`config.mk`:
```
export PLATFORM = sky130hd
export DESIGN_NAME = sb_ram_mode_map
export DESIGN_NICKNAME = d
export VERILOG_FILES = /design/src/rtl/sb_ram_model_pkg.sv /design/src/rtl/sb_ram_mode_map.sv
export SDC_FILE = /design/constraint.sdc
export NUM_CORES = 1
export LEC_CHECK = 0
export ABC_AREA = 0
export BUFFER_PORTS_ARGS = -buffer_cell sky130_fd_sc_hd__buf_4
export CORE_AREA = 2 2 39 41
export DETAILED_ROUTE_END_ITERATION = 12
export DIE_AREA = 0 0 41 43
export GPL_ROUTABILITY_DRIVEN = 0
export PLACE_DENSITY = 0.66
export SYNTH_ARGS = -nofsm -noshare
export SYNTH_HDL_FRONTEND = slang
export SYNTH_SLANG_ARGS = --single-unit
```
`constraint.sdc`:
```
create_clock -name vclk -period 1.5
set_clock_uncertainty 0.2 [all_clocks]
set_input_delay 0.3 -clock vclk [all_inputs]
set_output_delay 0.3 -clock vclk [all_outputs]
set_load 0.01 [all_outputs]
```
`src/rtl/sb_ram_model_pkg.sv`:
```
// Shared geometry definitions for the single-port-pair RAM model.
// The four modes differ only in word width, so every per-mode constant
// is derived from the mode code.
`ifndef SB_RAM_MODEL_PKG_SV
`define SB_RAM_MODEL_PKG_SV

package sb_ram_model_pkg;

    localparam int unsigned MEM_BITS = 4096;

    localparam logic [1:0] MODE_256X16 = 2'd0;
    localparam logic [1:0] MODE_512X8  = 2'd1;
    localparam logic [1:0] MODE_1024X4 = 2'd2;
    localparam logic [1:0] MODE_2048X2 = 2'd3;

    // Word width in bits for a mode.
    function automatic int unsigned mode_width(input logic [1:0] mode);
        case (mode)
            MODE_256X16: return 16;
            MODE_512X8:  return 8;
            MODE_1024X4: return 4;
            MODE_2048X2: return 2;
            default:     return 16;
        endcase
    endfunction

    // Number of significant address bits for a mode.
    function automatic int unsigned mode_addr_width(input logic [1:0] mode);
        case (mode)
            MODE_256X16: return 8;
            MODE_512X8:  return 9;
            MODE_1024X4: return 10;
            MODE_2048X2: return 11;
            default:     return 8;
        endcase
    endfunction

    // Word depth for a mode.
    function automatic int unsigned mode_depth(input logic [1:0] mode);
        return MEM_BITS / mode_width(mode);
    endfunction

    // Lane mask covering the live bits of a word in a mode.
    function automatic logic [15:0] mode_lane_mask(input logic [1:0] mode);
        case (mode)
            MODE_256X16: return 16'hFFFF;
            MODE_512X8:  return 16'h00FF;
            MODE_1024X4: return 16'h000F;
            MODE_2048X2: return 16'h0003;
            default:     return 16'hFFFF;
        endcase
    endfunction

endpackage

`endif

```
`src/rtl/sb_ram_mode_map.sv`:
```
// Maps a word address to its bit offset in the flat storage array and the
// mask of live bits in that word. Upper address bits beyond the mode's
// address width are dropped here, so callers never see them.
module sb_ram_mode_map
    import sb_ram_model_pkg::*;
(
    input  logic [1:0]  mode,
    input  logic [10:0] addr,
    output logic [11:0] offset,
    output logic [15:0] lane_mask
);

    // Offset is the truncated address scaled by the word width.
    always_comb begin
        offset    = 12'd0;
        lane_mask = mode_lane_mask(mode);
        case (mode)
            MODE_256X16: offset = {addr[7:0], 4'b0000};
            MODE_512X8:  offset = {addr[8:0], 3'b000};
            MODE_1024X4: offset = {addr[9:0], 2'b00};
            MODE_2048X2: offset = {addr[10:0], 1'b0};
            default:     offset = 12'd0;
        endcase
    end

endmodule

```
==> impl_metrics.yaml, run 1 <==
grt:
  grtUsageTotal_pct: 9.41
  grt_max_degree: 10
  overflow: 0
  grt_pass1_wl_um: 1260
  grt_pass1_vias: 326
  antenna_found_initial: 0
power_and_ir_drop:
  total_leakage_power_nw: 0.346
  peakVddDrop_uv: 154
  p_per_area_mw_per_mm2: 357
outcome:
  status: "finished, violations left"
  violations: "negative setup slack"
floorplanning:
  rows: 14
  io_pins: 41
  die_w_um: 41
  start_util_pct: 25.8
  die_h_um: 43
  coreArea_mm2: 0.00138
  fp.dieArea_mm2: 0.00176
yosys:
  yosysWarnings: 0
  netlist_area_um2: 357
  synth-compound-area-share_pct: 1.40
  ys_seq_area_share_pct: 0
  synth-xor-area-share_pct: 0
  synth_top_family_by_area: "multiplexers"
  yosys.area_share.simple_pct: 7.02
  synth_cell_types: 12
  yosys.area.top_type: "mux2i_1"
  synth_cells: 43
  synth_mux_area_share_pct: 51.2
  postSynthAreaPerCell_um2: 8.29
  synth_top_area_share_pct: 44.9
  synth-adder-area-share_pct: 0
  synth_area_leaders: "mux2i_1 (45%), buf_4 (29%), buf_6 (6.3%)"
routing:
  via_count: 375
  firstDrtPassIters: 1
  wl_per_cell_um: 10.3
  drcViolationCount: 0
  routed_wl_um: 892
  post_drt_via_cell_ratio: 4.31
  ant_nets: 0
  drtIter0Drc: 0
layout:
  clock_buffers: 0
  fin_nets: 86
  num_antenna_cells: 0
  post_route_cells_drive_above_1_share_pct: 74.6
  seq_cells: 0
  fillers: 145
  area_growth_pct: 80.4
  regArea_um2: 0
  finalInstanceArea_um2: 643
sta:
  fmax_mhz: 658
  drv_slew: 0
  setup_viol: 1
  rsz0062_at_grt: "yes"
  hold_viol_final: 0
  fin_ws_ns: -0.0209
  period_needed_ns: 1.52
  finalCritPeriodShare_pct: 101
  whs_ns: 0.755
worst_setup_path:
  worstPathArrival_ns: 1.02
  cp_data_required_time_ns: 1.00
  crit_path_end_kind: "output pin"
  cp-start-kind: "input pin"
  crit_type: "in -> out"
  crit_fanout: 4
min_path:
  min_path_type: "in -> out"
  min-delay-start: "addr[0]"
  holdPathStages: 3
  holdPathEnd: "offset[1]"
placement:
  place_area_um2: 581
  portBuffers: 38
flow_run:
  maxCapViolations: 0
cts:
  hold_buffers: 0
==> logic make-up (layout without fill, tap and decap cells) <==
group,Yosys count,after routing
AND/OR/NAND/NOR,5,5
AO/OA/AOI/OAI,1,1
buffers and inverters,18,45
multiplexers,17,17
other,2,3
==> repair_timing <==
item,in CTS,in global routing
setup buffers,0,0
gates resized for setup,5,11
pin swaps,0,0
setup endpoints to repair,17,18
==> layer usage <==
layer / up-vias / track usage, % / wire length, µm
li1: 187 / - / -
met1: 163 / 11.8 / 347
met2: 25 / 17.8 / 431
met3: 0 / 0 / 113
met4: 0 / 0 / 0
met5: - / 0 / 0
==> through the flow <==
step                      TNS [ns]  power [mW]  utilization (%)  instances  worst slack, ns
after floorplan                  0       0.121                -         44           0.0147
after global placement      -0.332       0.204             42.0         87          -0.0467
after detailed placement    -0.445       0.206             42.0         87          -0.0504
after CTS                  -0.0426       0.214             43.3         87          -0.0137
after global routing        -0.285       0.246             46.5         87          -0.0322
final                      -0.0209       0.229             46.5         87          -0.0209
==> report_power, final <==
part	internal, mW	total (mW)	switching, mW
Clock	0	0	0
Combinational	0.133	0.229	0.0967
Sequential	0	0	0
Total	0.133	0.229	0.0967
==> final cells by class <==
type / count / area (µm²) / area share, %
tap: 16 / 20.0 / 3.11
inverter: 1 / 3.75 / 0.584
timing repair buffer: 44 / 362 / 56.2
multi-input combinational: 26 / 258 / 40.1
==> placed cells by master (no fill, tap or decap), types with 3 or more instances in the layout <==
cell     instances
buf_4           39
buf_6            3
mux2i_2          5
conb_1           3
mux2i_1         10
==> worst max-delay path: stages <==
cell and delay [ns]:
buf_12 0.09, mux4_2 0.49, buf_6 0.14
==> cells in the mapped netlist <==
cell type  instances
mux4_2             1
inv_2              1
and3_1             1
nand3b_1           1
conb_1             2
buf_2              1
buf_4             14
nand2_1            1
o21ai_0            1
mux2i_1           16
buf_6              2
nor2_1             2
==> worst max-delay path by stage <==
stage,start,end,slack (ns),cells past startpoint
2_1_floorplan,mode[0],lane_mask[10],0.01,4
3_3_place_gp,mode[0],offset[11],-0.05,3
3_5_place_dp,mode[0],offset[11],-0.05,3
4_1_cts,mode[0],offset[11],-0.01,3
5_1_grt,mode[0],offset[11],-0.03,3
6_report,mode[0],offset[11],-0.02,3
Power figures use the tool's default switching activity.
==> run 2: changes to the inputs <==
==> constraint.sdc (replaced) <==
create_clock -name vclk -period 1.8
set_clock_uncertainty 0.2 [all_clocks]
set_input_delay 0.36 -clock vclk [all_inputs]
set_output_delay 0.36 -clock vclk [all_outputs]
set_load 0.01 [all_outputs]
==> impl_metrics.yaml, run 2 (synthesis gave the netlist of run 1 again) <==
worst_setup_path:
  startpoint: "mode[0]"
  crit_chain: "buf_4 > buf_4 > mux2i_1 > mux2i_1 > buf_4"
  crit_top_cell: "buf_4"
  crit_family: "buffers and inverters"
  crit_path_end_kind: "output pin"
  worstPathArrival_ns: 1.11
  crit_fanout: 4
  slowest_delay_ns: 0.24
  cp.buffers_inverters: 3
  cp.depth: 5
  endpoint: "offset[6]"
  crit_slowest_cell: "mux2i_1"
  cp_data_required_time_ns: 1.24
  cp-start-kind: "input pin"
  crit_type: "in -> out"
floorplanning:
  start_util_pct: 25.8
  fp.dieArea_mm2: 0.00176
  die_w_um: 41
  coreArea_mm2: 0.00138
  io_pins: 41
  rows: 14
  die_h_um: 43
power_and_ir_drop:
  peakVddDrop_uv: 90.4
  p_per_area_mw_per_mm2: 296
  total_leakage_power_nw: 0.334
sta:
  tns_ns: 0
  rsz0062_at_grt: "no"
  fmax_mhz: 599
  fin_ws_ns: 0.130
  drv_slew: 0
  whs_ns: 0.866
  hold_viol_final: 0
  setup_viol: 0
  finalCritPeriodShare_pct: 92.8
  period_needed_ns: 1.67
routing:
  drcViolationCount: 0
  drtIter0Drc: 1
  wl_per_cell_um: 10.6
  via_count: 363
  post_drt_via_cell_ratio: 4.27
  routed_wl_um: 897
  firstDrtPassIters: 2
  ant_nets: 0
layout:
  area_growth_pct: 57.9
  fin_nets: 84
  seq_cells: 0
  final_cells: 85
  final_cell_mix: "buf_4 (42), mux2i_1 (16), conb_1 (3)"
  layout.cells.most_common: "buf_4"
  regArea_um2: 0
  clock_buffers: 0
  fillers: 156
  num_antenna_cells: 0
  post_route_cells_drive_above_1_share_pct: 63.8
grt:
  overflow: 0
  met2_usage_pct: 20.3
  antenna_found_initial: 0
  grtUsageTotal_pct: 10.1
  use_met1_pct: 11.5
  grt.met3_usage_pct: 0
  grt_pass1_wl_um: 1320
  grt_max_degree: 11
  grt.busiest_layer: "met2"
  grt_pass1_vias: 329
cts:
  post_cts.repair.setup_buffers: 0
  hold_buffers: 0
  cts.repair.resized: 0
outcome:
  status: "complete, no violations"
placement:
  portBuffers: 38
  dp_slack_ns: 0.107
  dp.cells: 85
flow_run:
  maxCapViolations: 0
min_path:
  holdPathStages: 4
  min_path_type: "in -> out"
## run 2: layer usage
metal  up-vias  share of wire (%)
met1       154                 36
li1        180                  -
met4         0                  0
met2        29                 48
met3         0                 16
met5         -                  0
## run 2: final cells by class
| class | instances | area (µm²) | share of cell area [%] |
|---|---|---|---|
| repair buffers | 42 | 315 | 56.0 |
| multi-input cells | 26 | 224 | 39.8 |
| inverters | 1 | 3.75 | 0.667 |
| well taps | 16 | 20.0 | 3.56 |
## run 2: stage by stage
stage / power (mW) / instance area (µm²) / utilization, %
floorplan: 0.100 / 360 / -
global placement: 0.167 / 563 / 40.7
detailed placement: 0.169 / 563 / 40.7
CTS: 0.170 / 563 / 40.7
global route: 0.183 / 563 / 40.7
finish: 0.167 / 563 / 40.7
## run 2: worst min path at each step
stage                       start         to  slack (ns)
after floorplan           addr[0]  offset[1]        0.71
after global placement    addr[0]  offset[3]        0.87
after detailed placement  addr[0]  offset[1]        0.87
after CTS                 addr[0]  offset[1]        0.87
after global routing      addr[0]  offset[1]        0.89
final                     addr[0]  offset[3]        0.87
## run 2: worst min-delay path: cells and delay by family
| kind | cells | cell delay [ns] |
|---|---|---|
| buffers and inverters | 2 | 0.21 |
| AO/OA/AOI/OAI | 1 | 0.07 |
| AND/OR/NAND/NOR | 1 | 0.06 |
## run 2: where the power goes
part           total [mW]  switching, mW  internal (mW)  leakage (nW)
combinational       0.167         0.0736         0.0930         0.334
clock                   0              0              0             0
sequential              0              0              0             0
total               0.167         0.0736         0.0930         0.334
==> run 3: changes to the inputs <==
==> constraint.sdc (replaced) <==
create_clock -name vclk -period 2.11
set_clock_uncertainty 0.2 [all_clocks]
set_input_delay 0.422 -clock vclk [all_inputs]
set_output_delay 0.422 -clock vclk [all_outputs]
set_load 0.01 [all_outputs]
==> impl_metrics.yaml, run 3 (synthesis gave the netlist of run 1 again) <==
outcome:
  status: "complete, no violations"
sta:
  fmax_mhz: 521
  whs_ns: 0.994
  period_needed_ns: 1.92
  rsz0062_at_grt: "no"
  tns_ns: 0
  setup_viol: 0
  drv_slew: 0
  hold_viol_final: 0
  finalCritPeriodShare_pct: 91.0
  fin_ws_ns: 0.189
layout:
  area_growth_pct: 49.5
  fillers: 139
  post_route_cells_drive_above_1_share_pct: 61.5
  regArea_um2: 0
  final_cell_mix: "buf_4 (38), mux2i_1 (16), conb_1 (3)"
  layout.cells.most_common: "buf_4"
  num_antenna_cells: 0
  fin_nets: 80
  finalInstanceArea_um2: 533
  clock_buffers: 0
  seq_cells: 0
power_and_ir_drop:
  total_leakage_power_nw: 0.315
  p_per_area_mw_per_mm2: 255
  total_power_uw: 136
  peakVddDrop_uv: 70.2
floorplanning:
  io_pins: 41
  fp.dieArea_mm2: 0.00176
  die_w_um: 41
  rows: 14
  start_util_pct: 25.8
  coreArea_mm2: 0.00138
  die_h_um: 43
placement:
  place_area_um2: 533
  dp_slack_ns: 0.184
  portBuffers: 38
worst_setup_path:
  crit_fanout: 14
  crit_type: "in -> out"
  worstPathArrival_ns: 1.30
  startpoint: "mode[0]"
  crit_path_end_kind: "output pin"
  cp-start-kind: "input pin"
  cp_data_required_time_ns: 1.49
routing:
  via_count: 343
  drcViolationCount: 0
  ant_nets: 0
  firstDrtPassIters: 2
  post_drt_via_cell_ratio: 4.23
  drtIter0Drc: 3
  routed_wl_um: 798
  wl_per_cell_um: 9.85
grt:
  grt_pass1_wl_um: 1080
  overflow: 0
  grt_max_degree: 15
  grtUsageTotal_pct: 7.91
  antenna_found_initial: 0
  grt_pass1_vias: 260
cts:
  hold_buffers: 0
  post_cts.repair.setup_buffers: 0
  cts.repair.resized: 0
min_path:
  min-delay-start: "addr[0]"
  min_path_type: "in -> out"
flow_run:
  maxCapViolations: 0
==> run 3: cell type report <==
type	instances	area, µm²	share of cell area, %
inverter	1	3.75	0.704
tap	16	20.0	3.76
multi-input combinational	26	224	42.0
timing repair buffer	38	285	53.5
==> run 3: path summary, 6_finish.rpt <==
check | end | slack [ns] | cells past startpoint
max | offset[11] | 0.19 | 3
min | offset[1] | 0.99 | 3
==> run 3: report_power, final <==
part           internal, mW  total (mW)  switching [mW]
Sequential                0           0               0
Combinational        0.0744       0.136          0.0613
Clock                     0           0               0
Total                0.0744       0.136          0.0613
==> run 3: critical path: stages <==
cell and delay [ns]:
buf_4 0.21, mux4_2 0.51, buf_4 0.15
==> run 3: metrics by stage <==
stage,util [%],cells
2_1_floorplan,-,44
3_3_place_gp,38.5,81
3_5_place_dp,38.5,81
4_1_cts,38.5,81
5_1_grt,38.5,81
6_report,38.5,81
==> run 3: per-layer routing <==
metal / vias to the layer above / share of wire, % / track usage (%)
met5: - / 0 / 0
met4: 0 / 0 / 0
met3: 0 / 17 / 0.524
met2: 29 / 39 / 12.2
met1: 142 / 44 / 12.4
li1: 172 / - / -
